[config.mk]
export PLATFORM = sky130hd
export DESIGN_NAME = lsu_wb_bridge
export DESIGN_NICKNAME = d
export VERILOG_FILES = /design/src/rtl/lsu_pkg.sv /design/src/rtl/lsu_lane_align.sv /design/src/rtl/lsu_wb_bridge.sv
export SDC_FILE = /design/constraint.sdc
export NUM_CORES = 1
export LEC_CHECK = 0
export CAP_MARGIN = 20
export CORE_ASPECT_RATIO = 1.4
export CORE_MARGIN = 10
export CORE_UTILIZATION = 54
export CTS_CLUSTER_DIAMETER = 150
export DETAILED_ROUTE_END_ITERATION = 8
export HOLD_SLACK_MARGIN = 0.1
export PLACE_DENSITY_LB_ADDON = 0.05
export SETUP_SLACK_MARGIN = 0.5
export SYNTH_ARGS = -nofsm -noshare
export SYNTH_HDL_FRONTEND = slang
export SYNTH_HIERARCHICAL = 1
export SYNTH_SLANG_ARGS = --single-unit
[constraint.sdc]
create_clock -name clk -period 8.5 [get_ports clk]
set_input_delay 2.125 -clock clk [delete_from_list [all_inputs] [get_ports clk]]
set_output_delay 2.125 -clock clk [all_outputs]
set_load 0.05 [all_outputs]
[src/rtl/lsu_pkg.sv]
// Shared encodings for the LSU-to-Wishbone bridge.
//   size_e  : access size as carried on req_size_i
//   state_e : bridge FSM states
//   misaligned() : alignment/legality check for a request
package lsu_pkg;

    typedef enum logic [1:0] {
        SZ_BYTE = 2'b00,
        SZ_HALF = 2'b01,
        SZ_WORD = 2'b10,
        SZ_ILL  = 2'b11
    } size_e;

    typedef enum logic [2:0] {
        ST_IDLE = 3'd0,
        ST_RD   = 3'd1,
        ST_GAP  = 3'd2,
        ST_WR   = 3'd3,
        ST_RSP  = 3'd4
    } state_e;

    // Size 11 is treated as a misaligned access so it takes the same error path.
    function automatic logic misaligned(input logic [1:0] size, input logic [1:0] off);
        case (size)
            SZ_BYTE: misaligned = 1'b0;
            SZ_HALF: misaligned = off[0];
            SZ_WORD: misaligned = (off != 2'b00);
            default: misaligned = 1'b1;
        endcase
    endfunction

endpackage

[src/rtl/lsu_lane_align.sv]
// Combinational lane handling for the bridge.
//   rd_word     : word read from the bus
//   offset      : byte offset (addr[1:0]) of the access
//   size        : access size (size_e encoding)
//   is_unsigned : zero-extend instead of sign-extend loads
//   wdata       : store data, LSB-aligned
//   load_data   : extracted and extended load result
//   merged      : rd_word with the addressed lane replaced by wdata
module lsu_lane_align
    import lsu_pkg::*;
(
    input  logic [31:0] rd_word,
    input  logic [1:0]  offset,
    input  logic [1:0]  size,
    input  logic        is_unsigned,
    input  logic [31:0] wdata,
    output logic [31:0] load_data,
    output logic [31:0] merged
);

    logic [7:0]  lane_b;
    logic [15:0] lane_h;

    always_comb begin
        lane_b = rd_word[{offset, 3'b000} +: 8];
        lane_h = offset[1] ? rd_word[31:16] : rd_word[15:0];

        case (size)
            SZ_BYTE: load_data = {{24{~is_unsigned & lane_b[7]}}, lane_b};
            SZ_HALF: load_data = {{16{~is_unsigned & lane_h[15]}}, lane_h};
            default: load_data = rd_word;
        endcase

        merged = rd_word;
        case (size)
            SZ_BYTE: merged[{offset, 3'b000} +: 8] = wdata[7:0];
            SZ_HALF: begin
                if (offset[1]) merged[31:16] = wdata[15:0];
                else           merged[15:0]  = wdata[15:0];
            end
            default: merged = wdata;
        endcase
    end

endmodule

[src/rtl/lsu_wb_bridge.sv]
// Single-outstanding bridge from a core load/store port to a classic
// Wishbone memory slave. Sub-word stores are done as read-modify-write with a
// one-cycle idle gap so the slave's lingering registered ack is never mistaken
// for the write ack.
//   req_*  : core request (valid/ready handshake)
//   rsp_*  : one-cycle response pulse, no back-pressure
//   wb_*   : Wishbone master side, all outputs registered
module lsu_wb_bridge
    import lsu_pkg::*;
#(
    parameter int DATA_WIDTH   = 32,   // only 32 supported
    parameter int WB_ADR_WIDTH = 8,
    parameter int TIMEOUT      = 16
) (
    input  logic                    clk,
    input  logic                    rst,
    input  logic                    req_valid_i,
    output logic                    req_ready_o,
    input  logic [31:0]             req_addr_i,
    input  logic                    req_we_i,
    input  logic [1:0]              req_size_i,
    input  logic                    req_unsigned_i,
    input  logic [DATA_WIDTH-1:0]   req_wdata_i,
    output logic                    rsp_valid_o,
    output logic [DATA_WIDTH-1:0]   rsp_rdata_o,
    output logic                    rsp_err_o,
    output logic [WB_ADR_WIDTH-1:0] wb_adr_o,
    output logic [DATA_WIDTH-1:0]   wb_dat_o,
    output logic                    wb_we_o,
    output logic                    wb_stb_o,
    output logic                    wb_cyc_o,
    input  logic [DATA_WIDTH-1:0]   wb_dat_i,
    input  logic                    wb_ack_i
);

    localparam int CNT_W = $clog2(TIMEOUT + 1);

    state_e             state;
    logic [1:0]         r_off;
    logic [1:0]         r_size;
    logic               r_unsigned;
    logic               r_we;
    logic [31:0]        r_wdata;   // store data, then the merged word after RD
    logic [CNT_W-1:0]   cnt;

    logic [31:0]        load_data;
    logic [31:0]        merged;
    logic               timed_out;

    // Upper address bits beyond the slave's word address are ignored.
    logic unused_addr_hi;
    assign unused_addr_hi = ^req_addr_i[31:WB_ADR_WIDTH+2];

    assign timed_out = (cnt == CNT_W'(TIMEOUT - 1));

    lsu_lane_align u_align (
        .rd_word     (wb_dat_i),
        .offset      (r_off),
        .size        (r_size),
        .is_unsigned (r_unsigned),
        .wdata       (r_wdata),
        .load_data   (load_data),
        .merged      (merged)
    );

    always_ff @(posedge clk or posedge rst) begin
        if (rst) begin
            state       <= ST_IDLE;
            req_ready_o <= 1'b0;
            rsp_valid_o <= 1'b0;
            rsp_err_o   <= 1'b0;
            rsp_rdata_o <= '0;
            wb_adr_o    <= '0;
            wb_dat_o    <= '0;
            wb_we_o     <= 1'b0;
            wb_stb_o    <= 1'b0;
            wb_cyc_o    <= 1'b0;
            r_off       <= '0;
            r_size      <= '0;
            r_unsigned  <= 1'b0;
            r_we        <= 1'b0;
            r_wdata     <= '0;
            cnt         <= '0;
        end else begin
            case (state)
                ST_IDLE: begin
                    req_ready_o <= 1'b1;
                    if (req_valid_i && req_ready_o) begin
                        req_ready_o <= 1'b0;
                        r_off       <= req_addr_i[1:0];
                        r_size      <= req_size_i;
                        r_unsigned  <= req_unsigned_i;
                        r_we        <= req_we_i;
                        r_wdata     <= req_wdata_i;
                        wb_adr_o    <= req_addr_i[WB_ADR_WIDTH+1:2];
                        cnt         <= '0;
                        if (misaligned(req_size_i, req_addr_i[1:0])) begin
                            state       <= ST_RSP;
                            rsp_valid_o <= 1'b1;
                            rsp_err_o   <= 1'b1;
                        end else if (req_we_i && req_size_i == SZ_WORD) begin
                            // Full-word store needs no read.
                            state    <= ST_WR;
                            wb_cyc_o <= 1'b1;
                            wb_stb_o <= 1'b1;
                            wb_we_o  <= 1'b1;
                            wb_dat_o <= req_wdata_i;
                        end else begin
                            state    <= ST_RD;
                            wb_cyc_o <= 1'b1;
                            wb_stb_o <= 1'b1;
                        end
                    end
                end

                ST_RD: begin
                    if (wb_ack_i) begin
                        wb_cyc_o <= 1'b0;
                        wb_stb_o <= 1'b0;
                        cnt      <= '0;
                        if (r_we) begin
                            r_wdata <= merged;
                            state   <= ST_GAP;
                        end else begin
                            rsp_valid_o <= 1'b1;
                            rsp_rdata_o <= load_data;
                            state       <= ST_RSP;
                        end
                    end else if (timed_out) begin
                        // Abandon the access; a pending write is dropped.
                        wb_cyc_o    <= 1'b0;
                        wb_stb_o    <= 1'b0;
                        cnt         <= '0;
                        rsp_valid_o <= 1'b1;
                        rsp_err_o   <= 1'b1;
                        state       <= ST_RSP;
                    end else begin
                        cnt <= cnt + 1'b1;
                    end
                end

                // Idle cycle lets the read's lingering ack expire before WR.
                ST_GAP: begin
                    wb_cyc_o <= 1'b1;
                    wb_stb_o <= 1'b1;
                    wb_we_o  <= 1'b1;
                    wb_dat_o <= r_wdata;
                    cnt      <= '0;
                    state    <= ST_WR;
                end

                ST_WR: begin
                    if (wb_ack_i || timed_out) begin
                        wb_cyc_o    <= 1'b0;
                        wb_stb_o    <= 1'b0;
                        wb_we_o     <= 1'b0;
                        wb_dat_o    <= '0;
                        cnt         <= '0;
                        rsp_valid_o <= 1'b1;
                        rsp_err_o   <= ~wb_ack_i;
                        state       <= ST_RSP;
                    end else begin
                        cnt <= cnt + 1'b1;
                    end
                end

                ST_RSP: begin
                    rsp_valid_o <= 1'b0;
                    rsp_err_o   <= 1'b0;
                    rsp_rdata_o <= '0;
                    req_ready_o <= 1'b1;
                    state       <= ST_IDLE;
                end

                default: begin
                    state <= ST_IDLE;
                end
            endcase
        end
    end

endmodule

==> flow_metrics.tcl <==
set metrics [dict create \
    status "finished, violations left" \
    violations "design-rule violations" \
    endpoint_kind "register" \
    avgRoutedWirePerCell_um 21.7 \
    p_leak_uw 0.00409 \
    worstSetupPathType "in -> reg" \
    root_buffer "clkbuf_16" \
    crit_path_start_kind "input pin" \
    post_cts_buffers 0 \
    cts_htree_levels 4 \
    cts_made_buffers 17 \
    fmax_mhz 258 \
    ys_seq_elements 123 \
    cap_viol_max_count 0 \
    synth_edf_count 0 \
    placed_cell_area_mm2 0.00904 \
    area_delta_synth_final_pct 29.9 \
    die_area_mm2 0.0190 \
    crit_fanout 26 \
    power_density_mw_per_mm2 457 \
    ys_types 65 \
    via_per_inst 6.09 \
    globalplace.congestion 1.02 \
    nets 1067 \
    antenna_found_initial 0 \
    vias 6998 \
    die_x_um 119 \
    layout_common_cells "clkdlybuf4s50_1, nand2_1, dfrtp_1" \
    wl_mm 25.0 \
    worstMarginPinSlew_ns 0.906 \
    final-hold-violation-count 0 \
    p_seq_frac 0.251 \
    netSwitchingFraction 0.493 \
    period_minus_slack_ns 3.88 \
    clock_skew_ns 0.0126 \
    antenna_left 0 \
    hold_class "reg -> reg" \
    die_h_um 159 \
    drt_iter0_drc 873 \
    finalInstanceArea_mm2 0.00971 \
    diodes 0 \
    p_clk_frac 0.173 \
    p_comb_frac 0.576 \
    coreArea_mm2 0.0135 \
    grt_max_degree 66 \
    async_reset_ff_frac 1.00 \
    dr.pass1.iters 9 \
    crit_required_ns 8.82 \
    syn_inst 829 \
    p_int_uw 2250 \
    final_common_cell "clkdlybuf4s50_1" \
    grt_pass1_vias 7000 \
    cts.path.max_buffers 2 \
    yosys_warnings 6 \
    hold_buffers 0 \
    dp_hpwl_mm 18.2 \
    syn_nets 941 \
    total_power_uw 4430 \
    cts_resized 0 \
    grt_pass1_wl_mm 39.5 \
    power.switching_uw 2190 \
    drive_gt1_frac 0.0764 \
    clkLatencyLatePin_ns 0.42 \
    rsz0062_at_grt "no" \
    cp_data_arrival_time_ns 4.20 \
    finish.utilization 0.722 \
    ir_drop_uv 336 \
    syn_area_mm2 0.00748 \
    cts_tree "done" \
    slew_headroom 0.392 \
    syn_avg_cell_area_um2 9.02 \
    yosysSeqAreaShare 0.412 \
    track_usage 0.255 \
    rows 50 \
    synthFlopType "dfrtp_1" \
    drv_slew 0 \
    drc 11 \
    post-route-period-util 0.456 \
    setup_tns_ns 0 \
    numPortBuffers 159 \
    initial_core_util 0.556 \
    grt_overflow 0 \
    cts.reportedPaths.clkPinSlew_ns 0.06 \
    finalSetupViolCount 0 \
    cts.sinks 123 \
    ioPinCount 182 \
]
==> cells in the mapped netlist, types with 3 or more instances <==
cell type,number,share of area
buf_2,27,0.018
a222oi_1,7,0.0094
and2_1,3,0.0025
buf_4,6,0.0060
nor3b_1,34,0.034
mux2_1,14,0.021
o21ai_1,40,0.027
a21oi_2,10,0.012
a22o_1,13,0.015
nand2_1,128,0.064
nor2b_1,9,0.0075
a22oi_1,11,0.011
o21ai_0,29,0.019
dfrtp_1,123,0.41
clkbuf_1,22,0.011
nor2_1,48,0.024
a221o_1,18,0.024
nand2b_1,7,0.0059
mux2i_1,80,0.11
ha_1,8,0.013
nand3_1,5,0.0033
a31oi_1,5,0.0042
mux2_2,5,0.0075
a21oi_1,77,0.052
buf_6,5,0.0075
a211o_1,3,0.0035
inv_1,45,0.023
==> routing by layer <==
layer,vias up,routed length (µm),global-route usage
li1,3197,-,-
met4,0,909,0.118
met3,52,1610,0.0542
met1,3437,9940,0.306
met2,312,12500,0.426
met5,-,0,0
==> logic make-up (layout without fill, tap and decap cells) <==
group / Yosys count / after routing / synth area share
compound gates: 237 / 237 / 0.207
buf+inv: 110 / 249 / 0.0699
fa+ha+maj: 8 / 8 / 0.0134
simple gates: 252 / 252 / 0.163
flops: 123 / 123 / 0.412
mux: 99 / 99 / 0.136
==> area by class of cell <==
cell class              instances  area, µm²
flip-flops and latches        123       3080
clock buffers                  18        429
repair buffers                170       1720
well taps                     182        228
fillers                      1004       3740
inverters                      47        179
clock inverters                14        184
multi-input cells             596       3890
==> per-stage QoR <==
| step | instances | setup slack (ns) | hold WS [ns] |
|---|---|---|---|
| final | 1150 | 4.62 | 0.484 |
| after global routing | 1150 | 4.60 | 0.507 |
| after CTS | 1147 | 4.26 | 0.487 |
| after detailed placement | 1115 | 3.88 | 0.475 |
| after global placement | 1114 | 4.00 | 0.467 |
| after floorplan | 829 | 3.10 | 0.449 |
==> registers in the layout (all words and copies together) (netlist names) <==
signal	flops
wb_cyc_o	1
rsp_valid_o	1
r_off	2
state	3
rsp_rdata_o	32
r_we	1
rsp_err_o	1
r_wdata	32
r_size	2
r_unsigned	1
wb_dat_o	32
req_ready_o	1
cnt	5
wb_we_o	1
wb_adr_o	8
==> power groups by stage <==
stage          sequential [µW]  combinational [µW]  clock, µW
2_1_floorplan             1590                1290          0
3_3_place_gp              1100                2460          0
3_5_place_dp              1110                2510          0
4_1_cts                   1110                2530        771
5_1_grt                   1150                2730        796
6_report                  1120                2550        765
==> worst paths after layout <==
| check | startpoint | endpoint | slack (ns) | cells after the start |
|---|---|---|---|---|
| min reg2reg | rsp_rdata_o[30]$_DFFE_PP0P_ | rsp_rdata_o[30]$_DFFE_PP0P_ | 0.48 | 2 |
| min in group asynchronous | rst | wb_dat_o[28]$_DFFE_PP0P_ | 2.18 | 2 |
| max reg2reg | r_off[0]$_DFFE_PP0P_ | r_wdata[22]$_DFFE_PP0P_ | 5.68 | 8 |
| min | rsp_rdata_o[30]$_DFFE_PP0P_ | rsp_rdata_o[30]$_DFFE_PP0P_ | 0.48 | 2 |
| max | wb_ack_i | wb_dat_o[10]$_DFFE_PP0P_ | 4.62 | 6 |
| max in group asynchronous | rst | r_wdata[18]$_DFFE_PP0P_ | 5.01 | 3 |
==> critical path, cell delays in order <==
cell and delay (ns):
clkdlybuf4s50_1 0.59, nor2_1 0.17, a211oi_2 0.31, o221a_2 0.43
buf_12 0.26, mux2i_1 0.28
Note: power is estimated with default switching activity, not from simulation.
